[src/rtl/store_write_buffer_if.sv]
// store_write_buffer_if
// Bundles the core-side store/load port and the memory-side req/ack write
// port of the store write buffer.
//   slave  : the buffer's view (takes st_*/ld_valid/mem_ack, drives the rest)
//   master : the environment's view (core plus memory)
// Handshake: the core's store is accepted on a rising edge where st_valid=1
// and stall=0; the core holds st_addr/st_data while stalled. The memory
// completes the write at the head with a one-cycle mem_ack pulse while
// mem_req=1; mem_addr/mem_wdata stay stable from mem_req rising until that
// acknowledging edge.
interface store_write_buffer_if #(
  parameter int DEPTH = 4,
  parameter int AW    = 32,
  parameter int DW    = 32
);
  localparam int CW = $clog2(DEPTH) + 1;

  logic          st_valid;
  logic [AW-1:0] st_addr;
  logic [DW-1:0] st_data;
  logic          ld_valid;
  logic          stall;
  logic          empty;
  logic [CW-1:0] count;
  logic          mem_req;
  logic [AW-1:0] mem_addr;
  logic [DW-1:0] mem_wdata;
  logic          mem_ack;

  modport slave (
    input  st_valid, st_addr, st_data, ld_valid, mem_ack,
    output stall, empty, count, mem_req, mem_addr, mem_wdata
  );

  modport master (
    output st_valid, st_addr, st_data, ld_valid, mem_ack,
    input  stall, empty, count, mem_req, mem_addr, mem_wdata
  );
endinterface

[src/rtl/store_write_buffer.sv]
// store_write_buffer
// Posted-write buffer between a single-cycle core's store port and a slow
// data memory. Stores retire into a DEPTH-entry circular FIFO in one cycle
// and are drained to memory strictly in program order, one req/ack write at
// a time. Loads stall until the buffer is empty and no write is in flight.
// Ports:
//   clk       : single clock, rising edge
//   reset     : asynchronous, active-low; clears all state
//   bus       : store_write_buffer_if.slave (core store/load port + memory
//               write port)
//   state_dbg : current drain FSM state (0 = IDLE, 1 = REQ)
module store_write_buffer #(
  parameter int DEPTH = 4,
  parameter int AW    = 32,
  parameter int DW    = 32
) (
  input  logic                  clk,
  input  logic                  reset,
  store_write_buffer_if.slave   bus,
  output logic                  state_dbg
);
  localparam int PW = $clog2(DEPTH);
  localparam int CW = PW + 1;

  typedef enum logic {
    IDLE = 1'b0,
    REQ  = 1'b1
  } state_t;

  state_t        state, state_nxt;

  logic [AW-1:0] addr_mem [DEPTH];
  logic [DW-1:0] data_mem [DEPTH];
  logic [PW-1:0] wp, rp;
  logic [CW-1:0] count_q;

  logic          full;
  logic          push;
  logic          pop;
  logic          load_head;
  logic          empty_int;

  logic          mem_req_q;
  logic [AW-1:0] mem_addr_q;
  logic [DW-1:0] mem_wdata_q;

  // Full is judged on the registered count only: an ack in the same cycle
  // does not make room for a store until the next cycle.
  assign full      = (count_q == CW'(DEPTH));
  assign push      = bus.st_valid & ~full;
  assign pop       = (state == REQ) & bus.mem_ack;
  assign empty_int = (count_q == '0) & (state == IDLE);

  // Drain FSM: next state and head-load strobe.
  always_comb begin
    state_nxt = state;
    load_head = 1'b0;
    case (state)
      IDLE: begin
        if (count_q != '0) begin
          state_nxt = REQ;
          load_head = 1'b1;
        end
      end
      REQ: begin
        if (bus.mem_ack) state_nxt = IDLE;
      end
      default: state_nxt = IDLE;
    endcase
  end

  always_ff @(posedge clk or negedge reset) begin
    if (!reset) state <= IDLE;
    else        state <= state_nxt;
  end

  // Pointers wrap naturally because DEPTH is a power of two. The in-flight
  // head stays counted until its ack, so empty covers the write in flight.
  always_ff @(posedge clk or negedge reset) begin
    if (!reset) begin
      wp      <= '0;
      rp      <= '0;
      count_q <= '0;
    end else begin
      if (push) wp <= wp + PW'(1);
      if (pop)  rp <= rp + PW'(1);
      case ({push, pop})
        2'b10:   count_q <= count_q + CW'(1);
        2'b01:   count_q <= count_q - CW'(1);
        default: count_q <= count_q;
      endcase
    end
  end

  // Storage is not reset; entries are only read after being written.
  always_ff @(posedge clk) begin
    if (push) begin
      addr_mem[wp] <= bus.st_addr;
      data_mem[wp] <= bus.st_data;
    end
  end

  // Memory-side registers: captured from the head when leaving IDLE, held
  // unchanged for the whole REQ phase.
  always_ff @(posedge clk or negedge reset) begin
    if (!reset) begin
      mem_req_q   <= 1'b0;
      mem_addr_q  <= '0;
      mem_wdata_q <= '0;
    end else if (load_head) begin
      mem_req_q   <= 1'b1;
      mem_addr_q  <= addr_mem[rp];
      mem_wdata_q <= data_mem[rp];
    end else if (pop) begin
      mem_req_q   <= 1'b0;
    end
  end

  assign bus.stall     = (bus.st_valid & full) | (bus.ld_valid & ~empty_int);
  assign bus.empty     = empty_int;
  assign bus.count     = count_q;
  assign bus.mem_req   = mem_req_q;
  assign bus.mem_addr  = mem_addr_q;
  assign bus.mem_wdata = mem_wdata_q;
  assign state_dbg     = state;
endmodule

[src/flat_wrapper.sv]
// flat-port wrapper written by rule: the top's interface ports become plain ports
module store_write_buffer_flat 
#(
  parameter int DEPTH = 4,
  parameter int AW    = 32,
  parameter int DW    = 32
)
  (clk, reset, state_dbg, bus_st_valid, bus_st_addr, bus_st_data, bus_ld_valid, bus_mem_ack, bus_stall, bus_empty, bus_count, bus_mem_req, bus_mem_addr, bus_mem_wdata);
  store_write_buffer_if #(.DEPTH(DEPTH), .AW(AW), .DW(DW)) bus_i ();
  input  logic clk;
  input  logic reset;
  output logic state_dbg;
  input wire logic [$bits(bus_i.st_valid)-1:0] bus_st_valid;
  input wire logic [$bits(bus_i.st_addr)-1:0] bus_st_addr;
  input wire logic [$bits(bus_i.st_data)-1:0] bus_st_data;
  input wire logic [$bits(bus_i.ld_valid)-1:0] bus_ld_valid;
  input wire logic [$bits(bus_i.mem_ack)-1:0] bus_mem_ack;
  output wire logic [$bits(bus_i.stall)-1:0] bus_stall;
  output wire logic [$bits(bus_i.empty)-1:0] bus_empty;
  output wire logic [$bits(bus_i.count)-1:0] bus_count;
  output wire logic [$bits(bus_i.mem_req)-1:0] bus_mem_req;
  output wire logic [$bits(bus_i.mem_addr)-1:0] bus_mem_addr;
  output wire logic [$bits(bus_i.mem_wdata)-1:0] bus_mem_wdata;
  assign bus_i.st_valid = bus_st_valid;
  assign bus_i.st_addr = bus_st_addr;
  assign bus_i.st_data = bus_st_data;
  assign bus_i.ld_valid = bus_ld_valid;
  assign bus_i.mem_ack = bus_mem_ack;
  assign bus_stall = bus_i.stall;
  assign bus_empty = bus_i.empty;
  assign bus_count = bus_i.count;
  assign bus_mem_req = bus_i.mem_req;
  assign bus_mem_addr = bus_i.mem_addr;
  assign bus_mem_wdata = bus_i.mem_wdata;
  store_write_buffer #(.DEPTH(DEPTH), .AW(AW), .DW(DW)) u_core (.clk(clk), .reset(reset), .bus(bus_i), .state_dbg(state_dbg));
endmodule
[config.mk]
export PLATFORM = sky130hd
export DESIGN_NAME = store_write_buffer_flat
export DESIGN_NICKNAME = d
export VERILOG_FILES = /design/src/rtl/store_write_buffer_if.sv /design/src/rtl/store_write_buffer.sv /design/src/flat_wrapper.sv
export SDC_FILE = /design/constraint.sdc
export NUM_CORES = 1
export LEC_CHECK = 0
export ABC_AREA = 1
export BUFFER_PORTS_ARGS = -buffer_cell sky130_fd_sc_hd__buf_4
export CAP_MARGIN = 15
export CORE_ASPECT_RATIO = 0.9
export CORE_MARGIN = 1
export CORE_UTILIZATION = 55
export CTS_CLUSTER_DIAMETER = 40
export CTS_CLUSTER_SIZE = 30
export DETAILED_ROUTE_END_ITERATION = 8
export PLACE_DENSITY_LB_ADDON = 0.1
export REMOVE_ABC_BUFFERS = 1
export SLEW_MARGIN = 0
export SYNTH_ARGS = -nofsm -noshare
export SYNTH_HDL_FRONTEND = slang
export SYNTH_SLANG_ARGS = --single-unit
[constraint.sdc]
create_clock -name clk -period 7.6 [get_ports clk]
set_clock_uncertainty 0.15 [all_clocks]
set_input_delay 0.76 -clock clk [delete_from_list [all_inputs] [get_ports clk]]
set_output_delay 0.76 -clock clk [all_outputs]
set_load 0.02 [all_outputs]
# Word level (Yosys, flattened, before mapping)
# Memories as Yosys holds them, arrays and structs flattened. A register that Yosys moved wholly into a read port is not among the register bits.
# Cells that the tools add are included.
classes:
  addsub: 4
  n_eq_ne: 3
  mux: 9
  bitwise: 9
  reduce_logical: 6
ops:
  columns: ["operator", "count"]
  rows:
  - ["$mux W1", 7]
  - ["$pmux W3 S2", 1]
  - ["$and A1 B1 Y1", 5]
  - ["$add A2 B1 Y2 const B", 2]
  - ["$reduce_bool A2 Y1", 2]
  - ["$add A3 B1 Y3 const B", 1]
  - ["$eq A3 B3 Y1 const B", 1]
  - ["$logic_not A3 Y1", 1]
  - ["$not A1 Y1", 3]
  - ["$reduce_bool A3 Y1", 1]
  - ["$sub A3 B1 Y3 const B", 1]
  - ["$eq A2 B1 Y1 const B", 1]
  - ["$eq A2 B2 Y1 const B", 1]
  - ["$logic_not A1 Y1", 2]
  - ["$pmux W1 S2", 1]
  - ["$or A1 B1 Y1", 1]
totals:
  reg_bits: 9
  ram_bits: 256
  in_bits: 69
  out_inout_bits: 71
  wordCells: 38
  mem_count: 2
memory_table:
  columns: ["name", "depth", "word_bits", "read_ports", "rd_ports_with_merged_regs", "wr", "line_no", "text"]
  rows:
  - ["u_core.addr_mem", 4, 32, 1, 1, 1, "store_write_buffer.sv:32", "logic [AW-1:0] addr_mem [DEPTH];"]
  - ["u_core.data_mem", 4, 32, 1, 1, 1, "store_write_buffer.sv:33", "logic [DW-1:0] data_mem [DEPTH];"]

# Longest topological paths before layout
depth:
  word_depth: 5
  mapped_depth: 9
  ltp_nobuf: 9

# Worst setup path before layout
# No wires, ideal clock.
synth_path:
  path_type: "input to register"
  from: "input port bus_st_valid"
  to: "memory u_core.addr_mem[0][0] (enable)"
  setup_time_ps: 487
  t_arrival_ps: 3600
  required_ps: 6963
  path_slack_ps: 3364
  cell_stages: 2
  path_buffers: 0
  cell_sequence: "nand2_1 nor2_1"
synth_via:
  elab_chain_cells: 3
synth_rtl:
  columns: ["element", "line_no", "text"]
  rows:
  - ["from (decl)", "flat_wrapper.sv:13", "input wire logic [$bits(bus_i.st_valid)-1:0] bus_st_valid;"]
  - ["$and A1 B1 Y1", "store_write_buffer.sv:50", "assign push = bus.st_valid & ~full;"]
  - ["$mux W1", "store_write_buffer.sv:97", "if (push) begin"]
  - ["$mux W1 (implied by the code)", "store_write_buffer.sv:98", "addr_mem[wp] <= bus.st_addr;"]
  - ["to (decl)", "store_write_buffer.sv:32", null]
# Every way passes these cells.

==> results.tsv <==
metric	value	unit
cell family with most CP delay	buffers and inverters	
first-pass GRT wire length	42.1	mm
r2r endpoint	u_core.bus.mem_addr[14]$_DFFE_PN0P_	
CP Max Fanout	74	
post-synthesis sequential area ratio	69.7	%
port bufs	139	
status	complete, no violations	
NetSw	2.37	mW
initial antenna violation count	0	
PD cells	407	nW/µm²
clk_lat worst skew	0.52	ns
Mean Syn Cell Area	10.2	µm²
CP Launch Type	flip-flop	
reg2reg path depth	7	
static leakage	7.80	nW
RSZ-0062 raised after global routing	false	
Slew HR	31.7	%
CTS resizes	0	
initial DRC count	719	
commonest non-fill, non-tap cell in the layout	nand2_1	
Int Pwr	4.21	mW
clock root buffer	clkbuf_16	
number of synthesized register bits	329	
YS warnings	0	
crit path cell chain	inv_4 -> buf_4 -> nand2_1 -> nand3_1 -> nand2_1 -> nand2_1 -> nand2_1	
Netlist Area Pre-Place	13700	µm²
GRT overflow	0	
final layout net count	1545	
Die W	168	µm
critical path capture point type	flip-flop	
kind of critical path	flip-flop to flip-flop	
ANT cells	0	
critical path arrival	3.06	ns
Clock transition at path regs	0.06	ns
Critical-path top delay cell	buf_4	
vias in the first global route	8092	
I/O pin total	140	
Routability Congestion	0.753	
final hold violation count	0	
Logic pwr share	32.0	%
Final Cycle Share	37.1	%
most frequent cells in the layout	nand2_1, inv_1, edfxtp_1, buf_4, nand3_1	
H-tree depth	2	
Max Fclk	355	MHz
Cells after Synth	1334	
starting density of the core	56.2	%
register area	9520	µm²
Post-CTS Setup Bufs	0	
Post-Route WL	27.0	mm
CTS tree	done	
clk buf depth	3	
worst reg2reg setup slack	4.78	ns
part of the power in registers	40.4	%
Hold Buf Count CTS	0	
total die area	25500	µm²
CTS Buf Count	38	
Tmin final	2.82	ns
Crit Reg-Reg Startpoint	u_core.rp[0]$_DFFE_PN0N_	
cell count along the critical path	7	
FILL cells	1852	
critical path's largest stage delay	0.75	ns
largest net degree at the start of global routing	75	
DP Worst Slack	4.73	ns
WP buf/inv	2	
num rows	54	
via count	8722	
area grow syn2layout	18.4	%
Most common cell on crit path	nand2_1	
fraction of layout cells with a size suffix above 1	15.3	%
Least-Margin Pin Slew	1.02	ns
Antenna Nets Post-Route	0	
Final WS setup	4.78	ns
max_cap viols	0	
drt first pass iters	5	
Clock power frac	27.5	%
Via density	4.83	
Multi-input gate area	2850	µm²
worst path required time	7.84	ns
Hold Path Class	primary input to asynchronous set/reset pin	
TNS Setup	0	ns
drc violations	0	
WL per Instance	14.9	µm
Setup Viol. Count Final	0	
DIE HEIGHT	151	µm
switching share of power	36.1	%
Total Routing Usage GR	21.7	%
dpl hpwl	14.7	mm
area of the core	24300	µm²
CTS sink count	329	
maximum VDD drop	233	µV
Distinct cells, synth	19	
Final Max Tran Viols	0	
[sequential cells by signal, indices dropped and copies added (netlist names)]
register              count
u_core.data_mem         128
u_core.state_dbg          1
u_core.wp                 2
u_core.bus.count          3
u_core.bus.mem_req        1
u_core.bus.mem_addr      32
u_core.rp                 2
u_core.addr_mem         128
u_core.bus.mem_wdata     32
[per-stage QoR]
step | hold slack [ns] | power, mW | cell area, µm² | util (%) | std cells
global route | 0.0855 | 6.99 | 16200 | 66.5 | 1807
CTS | 0.0654 | 6.66 | 16200 | 66.5 | 1807
finish | 0.0517 | 6.58 | 16200 | 66.5 | 1807
detailed placement | 0.316 | 4.83 | 14900 | 61.3 | 1738
global placement | 0.313 | 4.78 | 14900 | 61.3 | 1738
floorplan | 0.314 | 4.04 | 13300 | - | 1280
[layer usage]
layer / wire (µm) / track usage (%)
met1: 12200 / 29.5
met2: 13000 / 36.0
met3: 1330 / 3.40
met4: 472 / 7.18
met5: 0 / 0
[power groups by stage]
stage | sequential, mW | combinational [mW] | clock [mW]
after floorplan | 2.95 | 1.09 | 0
after global placement | 2.69 | 2.09 | 0
after detailed placement | 2.70 | 2.13 | 0
after CTS | 2.67 | 2.14 | 1.85
after global routing | 2.71 | 2.37 | 1.91
final | 2.66 | 2.11 | 1.81
[final cells by class]
cell class | count | area share [%]
well taps | 308 | 2.38
clock buffers | 41 | 6.14
clock inverters | 28 | 1.74
flip-flops and latches | 329 | 58.9
multi-input cells | 680 | 17.6
inverters | 271 | 6.31
repair buffers | 150 | 6.96
[logic make-up after synthesis]
group,synth area share [%]
AND/OR/NAND/NOR,19.7
adder cells (fa/ha/maj),0.605
buffers and inverters,9.79
XOR/XNOR,0.257
AO/OA/AOI/OAI,0.0366
flip-flops,69.7
[cell usage after synthesis (all sizes together)]
cell type	instances	area, µm²
a21oi	1	5.00
buf	48	298
edfxtp	256	7690
inv	271	1020
ha	5	62.6
xnor2	1	8.76
fa	1	20.0
nor2	11	46.3
clkbuf	6	22.5
xor2	3	26.3
dfrtp	73	1830
nand2	526	1980
nand3	132	661
[worst reg2reg max path, cell delays in order (launching register included)]
cell and delay, ns:
dfrtp_4 0.74, inv_4 0.56, buf_4 0.76, nand2_1 0.15, nand3_1 0.12, nand2_1 0.08
nand2_1 0.06, nand2_1 0.06
[worst max-delay path by stage]
| stage | startpoint | end | slack [ns] |
|---|---|---|---|
| after floorplan | u_core.rp[0]$_DFFE_PN0N_ | u_core.bus.mem_addr[29]$_DFFE_PN0P_ | 3.14 |
| after global placement | bus_st_valid | u_core.data_mem[0][7]$_DFFE_PP_ | 4.75 |
| after detailed placement | bus_st_valid | u_core.data_mem[0][24]$_DFFE_PP_ | 4.73 |
| after CTS | u_core.rp[0]$_DFFE_PN0N_ | u_core.bus.mem_wdata[12]$_DFFE_PN0P_ | 4.77 |
| after global routing | u_core.rp[0]$_DFFE_PN0N_ | u_core.bus.mem_wdata[10]$_DFFE_PN0P_ | 4.53 |
| final | u_core.rp[0]$_DFFE_PN0N_ | u_core.bus.mem_addr[14]$_DFFE_PN0P_ | 4.78 |
(Power assumes the default switching activity.)
